File: src/rtl/vga_timing_gen.sv
// VGA raster timing generator: pixel/line counters with zero-latency
// sync, data-enable, coordinate and start-pulse decodes.
module vga_timing_gen #(
  parameter int H_ACTIVE = 640,
  parameter int H_FP     = 16,
  parameter int H_SYNC   = 96,
  parameter int H_BP     = 48,
  parameter int V_ACTIVE = 480,
  parameter int V_FP     = 10,
  parameter int V_SYNC   = 2,
  parameter int V_BP     = 33,
  parameter bit HS_POL   = 1'b0,
  parameter bit VS_POL   = 1'b0,
  parameter int CW       = 10,
  parameter int FW       = 8
) (
  input  logic          clk,
  input  logic          rst,
  input  logic          strobe,
  input  logic          en,
  output logic          hsync,
  output logic          vsync,
  output logic          de,
  output logic [CW-1:0] xpos,
  output logic [CW-1:0] ypos,
  output logic          line_start,
  output logic          frame_start,
  output logic [FW-1:0] frame_cnt
);

  localparam int H_TOTAL = H_ACTIVE + H_FP + H_SYNC + H_BP;
  localparam int V_TOTAL = V_ACTIVE + V_FP + V_SYNC + V_BP;

  if (H_TOTAL > (1 << CW) || V_TOTAL > (1 << CW)) begin : g_size_err
    $error("vga_timing_gen: totals do not fit in CW bits");
  end

  localparam logic [CW-1:0] H_LAST  = CW'(H_TOTAL - 1);
  localparam logic [CW-1:0] V_LAST  = CW'(V_TOTAL - 1);
  localparam logic [CW-1:0] H_ACT   = CW'(H_ACTIVE);
  localparam logic [CW-1:0] V_ACT   = CW'(V_ACTIVE);
  localparam logic [CW-1:0] H_MAX   = CW'(H_ACTIVE - 1);
  localparam logic [CW-1:0] V_MAX   = CW'(V_ACTIVE - 1);
  localparam logic [CW-1:0] HS_BEG  = CW'(H_ACTIVE + H_FP);
  localparam logic [CW-1:0] HS_LAST = CW'(H_ACTIVE + H_FP + H_SYNC - 1);
  localparam logic [CW-1:0] VS_BEG  = CW'(V_ACTIVE + V_FP);
  localparam logic [CW-1:0] VS_LAST = CW'(V_ACTIVE + V_FP + V_SYNC - 1);

  logic [CW-1:0] h_q, h_d;
  logic [CW-1:0] v_q, v_d;
  logic [FW-1:0] f_q, f_d;

  always_comb begin
    h_d = h_q;
    v_d = v_q;
    f_d = f_q;
    if (!en) begin
      h_d = '0;
      v_d = '0;
      f_d = '0;
    end else if (strobe) begin
      if (h_q == H_LAST) begin
        h_d = '0;
        if (v_q == V_LAST) begin
          v_d = '0;
          f_d = f_q + FW'(1);
        end else begin
          v_d = v_q + CW'(1);
        end
      end else begin
        h_d = h_q + CW'(1);
      end
    end
  end

  always_ff @(posedge clk or negedge rst) begin
    if (!rst) begin
      h_q <= '0;
      v_q <= '0;
      f_q <= '0;
    end else begin
      h_q <= h_d;
      v_q <= v_d;
      f_q <= f_d;
    end
  end

  logic hs_act;
  logic vs_act;

  // Inclusive upper bounds avoid wrap when a sync ends at the total.
  always_comb begin
    hs_act      = en && (h_q >= HS_BEG) && (h_q <= HS_LAST);
    vs_act      = en && (v_q >= VS_BEG) && (v_q <= VS_LAST);
    hsync       = HS_POL ? hs_act : ~hs_act;
    vsync       = VS_POL ? vs_act : ~vs_act;
    de          = (h_q < H_ACT) && (v_q < V_ACT) && en;
    xpos        = (h_q > H_MAX) ? H_MAX : h_q;
    ypos        = (v_q > V_MAX) ? V_MAX : v_q;
    line_start  = rst && en && strobe && (h_q == '0);
    frame_start = line_start && (v_q == '0);
    frame_cnt   = f_q;
  end

endmodule

File: config.mk
export PLATFORM = sky130hd
export DESIGN_NAME = vga_timing_gen
export DESIGN_NICKNAME = d
export VERILOG_FILES = /design/src/rtl/vga_timing_gen.sv
export SDC_FILE = /design/constraint.sdc
export NUM_CORES = 1
export LEC_CHECK = 0
export CAP_MARGIN = 20
export CORE_ASPECT_RATIO = 0.7
export CORE_MARGIN = 5
export CORE_UTILIZATION = 47
export CTS_BUF_LIST = sky130_fd_sc_hd__clkbuf_16
export DETAILED_ROUTE_END_ITERATION = 8
export PLACE_DENSITY_LB_ADDON = 0.1
export SYNTH_ARGS = -nofsm -noshare
export SYNTH_HDL_FRONTEND = slang
export SYNTH_SLANG_ARGS = --single-unit
export TNS_END_PERCENT = 50
File: constraint.sdc
create_clock -name clk -period 1.75 [get_ports clk]
set_clock_uncertainty 0.1 [all_clocks]
set_input_delay 0.35 -clock clk [delete_from_list [all_inputs] [get_ports clk]]
set_output_delay 0.35 -clock clk [all_outputs]
set_load 0.005 [all_outputs]
# Word level (Yosys, flattened, before mapping)
# Index checks and enable logic that the tools add are counted.
totals:
  register_bits: 28
  input_bits: 4
  output_inout_bits: 33
  elab_cells: 48
classes:
  addsub: 3
  order_cmp: 8
  n_eq_ne: 5
  n_mux: 13
  bitwise_logic: 2
  n_reduce_logical: 14
ops:
  columns: ["operator", "count"]
  rows:
  - ["$mux 10", 9]
  - ["$mux 8", 4]
  - ["$add 10x1->10 const B", 2]
  - ["$eq 10x10->1 const B", 2]
  - ["$logic_not 10->1", 2]
  - ["$ge 10x10->1 const B", 1]
  - ["$ge 10x9->1 const B", 1]
  - ["$gt 10x10->1 const B", 1]
  - ["$gt 10x9->1 const B", 1]
  - ["$le 10x10->1 const B", 1]
  - ["$le 10x9->1 const B", 1]
  - ["$logic_and 1x1->1", 10]
  - ["$lt 10x10->1 const B", 1]
  - ["$lt 10x9->1 const B", 1]
  - ["$add 8x1->8 const B", 1]
  - ["$ne 2x1->1 const B", 2]
  - ["$reduce_and 3->1", 1]
  - ["$ne 2x2->1 const B", 1]
  - ["$not 1->1", 2]
  - ["$reduce_and 2->1", 1]

# Logic depth before layout (Yosys ltp)
depth:
  depth_word: 5
  depth_mapped: 8

# Worst setup path after synthesis
# OpenSTA, ideal clock, no wires.
synth_timing:
  path_type: "reg2reg"
  startpoint: "register h_q[1]"
  endpoint: "register v_q[4]"
  setup_ps: 78
  arrival_ps: 1637
  required_ps: 1572
  setup_slack_ps: -64
  stages_incl_launch_ff: 7
  n_path_buf: 1
  synth_period_minus_slack_ps: 1814
  cell_sequence: "dfrtp_1 > ha_1 > and4_1 > buf_2 > nand3_2 > or4_1 > a21oi_1"
synth_via:
  elab_chain_cells: 3
synth_lines:
  columns: ["item", "line_no", "rtl"]
  rows:
  - ["start, declared", "49", "logic [CW-1:0] h_q, h_d;"]
  - ["start signal, assigned", "78", "h_q <= '0;"]
  - ["start signal, assigned", "82", "h_q <= h_d;"]
  - ["$eq 10x10->1", "62", "if (h_q == H_LAST) begin"]
  - ["$ne 2x1->1 (no source line)", null, null]
  - ["$reduce_and 2->1 (no source line)", null, null]
  - ["end signal, assigned", "83", "v_q <= v_d;"]
  - ["end, declared", "50", "logic [CW-1:0] v_q, v_d;"]
# No other way between the ends.
# A chain may end at the register's enable or synchronous reset.

# Worst setup path after layout
layout_timing:
  startpoint: "register v_q[7]"
  endpoint: "output frame_start"
layout_via:
  elab_chain_cells: 2
layout_lines:
  columns: ["item", "line_no", "rtl"]
  rows:
  - ["$logic_not 10->1", "101", "frame_start = line_start && (v_q == '0);"]
  - ["$logic_and 1x1->1", "101", null]
  - ["end, declared", "27", "output logic frame_start,"]
# No other way between the ends.

==> run_results.csv <==
group,metric,value,unit
timing,finalCriticalPeriod,2.06,ns
timing,timing.hold.ws,0.208,ns
worst_setup_path,critPathKind,"reg2out",
worst_setup_path,crit_path_start_kind,"flip-flop",
grt,grt_pass1_vias,2212,
power_and_ir_drop,p_leak,1.51,nW
clocking,cts_inserted_buffers,3,
synth,synth_common_cells,"28 x dfrtp_1, 19 x a21oi_1, 18 x nand2_1",
timing,fin_crit_sh,118,%
drt,drt-initial-drc-count,160,
clocking,h-tree-depth,1,
worst_setup_path,cp-end-kind,"output port",
floorplan,die_y,63.0,um
drt,drc,0,
clocking,cts.path.max_buffers,2,
synth,synth_area,0.00188,mm^2
clocking,clk-insertion-delay-late,0.27,ns
layout,diodes,0,
synth,synthTopCellsByArea,"dfrtp_1 37%, a21oi_1 5.0%, ha_1 4.0%",
placement,hpwl,3.94,mm
floorplan,rows,19,
min_path,hold_path.class,"in2async",
synth,synth_cells,219,
grt,grt_max_degree,29,
run,maxCapViolCount,0,
synth,ys.flop_type,"dfrtp_1",
timing,fmaxAchievable,486,MHz
drt,ant_nets,0,
synth,synth_top_area_cell,"dfrtp_1",
clocking,cts_hold_buf,0,
layout,areaGrowthSynthToFinish,75.1,%
placement,port_buffers,35,
grt,antenna_found_initial,0,
worst_setup_path,crit_arrival,1.61,ns
synth,ys_seq_elements,28,
outcome,status,"finished, violations left",
timing,grt_setup_unrepaired,"true",
timing,layout_setup_ws,-0.308,ns
worst_setup_path,critPathRequiredTime,1.30,ns
drt,dr_total_vias,2264,
timing,tns,-3.77,ns
timing,drv_slew,0,
worst_setup_path,path_max_fanout,2,
drt,first_pass_iters,5,
synth,synth_top_area_share,37.2,%
layout,drive_gt1_share,52.6,%
timing,hold_violations,0,
floorplan,die_w,85.7,um
power_and_ir_drop,power,0.00146,W
layout,nFillCells,200,
synth,ys_seq_area_share,37.2,%
floorplan,coreArea,0.00390,mm^2
grt,gr-total-overflow,0,
placement,routabilityCongestion,0.890,
drt,viasPerCell,5.94,
floorplan,die_area,0.00540,mm^2
synth,async_flop_share,100,%
layout,fin_nets,340,
synth,yosys_warnings,0,
clocking,clk_transition_reported_paths,0.07,ns
power_and_ir_drop,ir_worst_vdd,0.437,mV
synth,syn_avg_cell_area,8.60,um^2
synth,synth-edff-count,0,
synth,synthesis.nets,229,
clocking,clock-sinks,28,
synth,synthMostInstantiatedCell,"dfrtp_1",
drt,routed_wirelength,7.29,mm
grt,grt_pass1_wl,11.0,mm
grt,grt_usage,25.7,%
outcome,violations,"negative setup slack",
timing,setup_violations,36,
clocking,cts_root_buf,"clkbuf_16",
power_and_ir_drop,p_per_area,442,mW/mm^2
floorplan,start_util,48.3,%
floorplan,ioPinCount,37,
drt,post_drt_wl_per_cell,19.1,um
clocking,cts_tree,"built",
synth,synth_cell_types,46,
## power by group
group	switching (W)	leakage [nW]	internal (W)
sequential	0.00000266	0.385	0.000650
clock	0.000237	0.0511	0.000456
combinational	0.0000638	1.07	0.0000493
## timing repair
item / CTS / global route
endpoints found under the setup margin: 48 / 47
pin swaps: 29 / 21
hold endpoints to repair: 0 / 0
gates resized for setup: 151 / 52
gates cloned: 2 / 0
buffers inserted: 25 / 11
## path summary, 6_finish.rpt
path	from	to	slack, ns	cells after the start
setup / recovery	v_q[7]$_DFFE_PN0P_	frame_start	-0.31	5
hold / removal	rst	v_q[6]$_DFFE_PN0P_	0.21	2
setup reg to reg	h_q[7]$_DFFE_PN0P_	v_q[9]$_DFFE_PN0P_	-0.23	6
hold reg to reg	frame_cnt[5]$_DFFE_PN0P_	frame_cnt[5]$_DFFE_PN0P_	0.47	2
max in group asynchronous	rst	v_q[8]$_DFFE_PN0P_	1.03	2
min in group clk	frame_cnt[5]$_DFFE_PN0P_	frame_cnt[5]$_DFFE_PN0P_	0.47	2
## state kept, by name, indices dropped and copies added (netlist names)
register,count
frame_cnt,8
h_q,10
v_q,10
## worst max-delay path, cell delays in order, from the launching register on
cell and delay (ns):
dfrtp_1 0.40, buf_6 0.13, nor4_4 0.28, nand3b_1 0.17
nor4_2 0.19, buf_2 0.17
## placed cells by master, fill, tap and decap left out, types with 5 or more instances in the layout
cell type and count:
nand4_1 8, inv_1 5, buf_4 56, nor2_1 12, buf_6 35, dfrtp_1 25, buf_2 13, nand2_1 15
a21oi_1 11, clkdlybuf4s50_1 8, nand3_1 9, nand2b_1 6, and3_1 7, xor2_1 5, a21oi_2 7
## through the flow
| stage | utilization (%) | std cells | cell area [um^2] | setup WS [ns] |
|---|---|---|---|---|
| 2_1_floorplan | - | 219 | 1910 | -0.0515 |
| 3_3_place_gp | 67.7 | 346 | 2640 | -0.633 |
| 3_5_place_dp | 67.7 | 346 | 2640 | -0.756 |
| 4_1_cts | 79.2 | 375 | 3090 | -0.374 |
| 5_1_grt | 84.6 | 381 | 3300 | -0.362 |
| 6_report | 84.6 | 381 | 3300 | -0.308 |
## per-layer routing
layer	vias up	global-route usage [%]	routed length, um
met2	91	43.1	3610
met1	1135	33.8	3140
li1	1020	-	-
met5	-	0	0
met4	0	8.10	138
met3	18	3.95	409
## cell type report
class,count,area (um^2),share of cell area [%]
Clock buffer,3,75.1,2.28
Clock inverter,1,30.0,0.910
Tap cell,52,65.1,1.97
Timing Repair Buffer,119,1010,30.6
Multi-Input combinational cell,170,1390,42.0
Inverter,8,30.0,0.910
Sequential cell,28,704,21.4
## kinds of logic after synthesis
logic type,Yosys count,share of synthesized area (%)
muxes,2,1.13
other,1,0.199
and+or+nand+nor,106,33.0
AOI/OAI and AO/OA,47,15.5
adders and majority gates,6,3.98
buffers and inverters,23,6.17
DFF,28,37.2
xor gates and xnor gates,6,2.79
(Power assumes the default switching activity.)
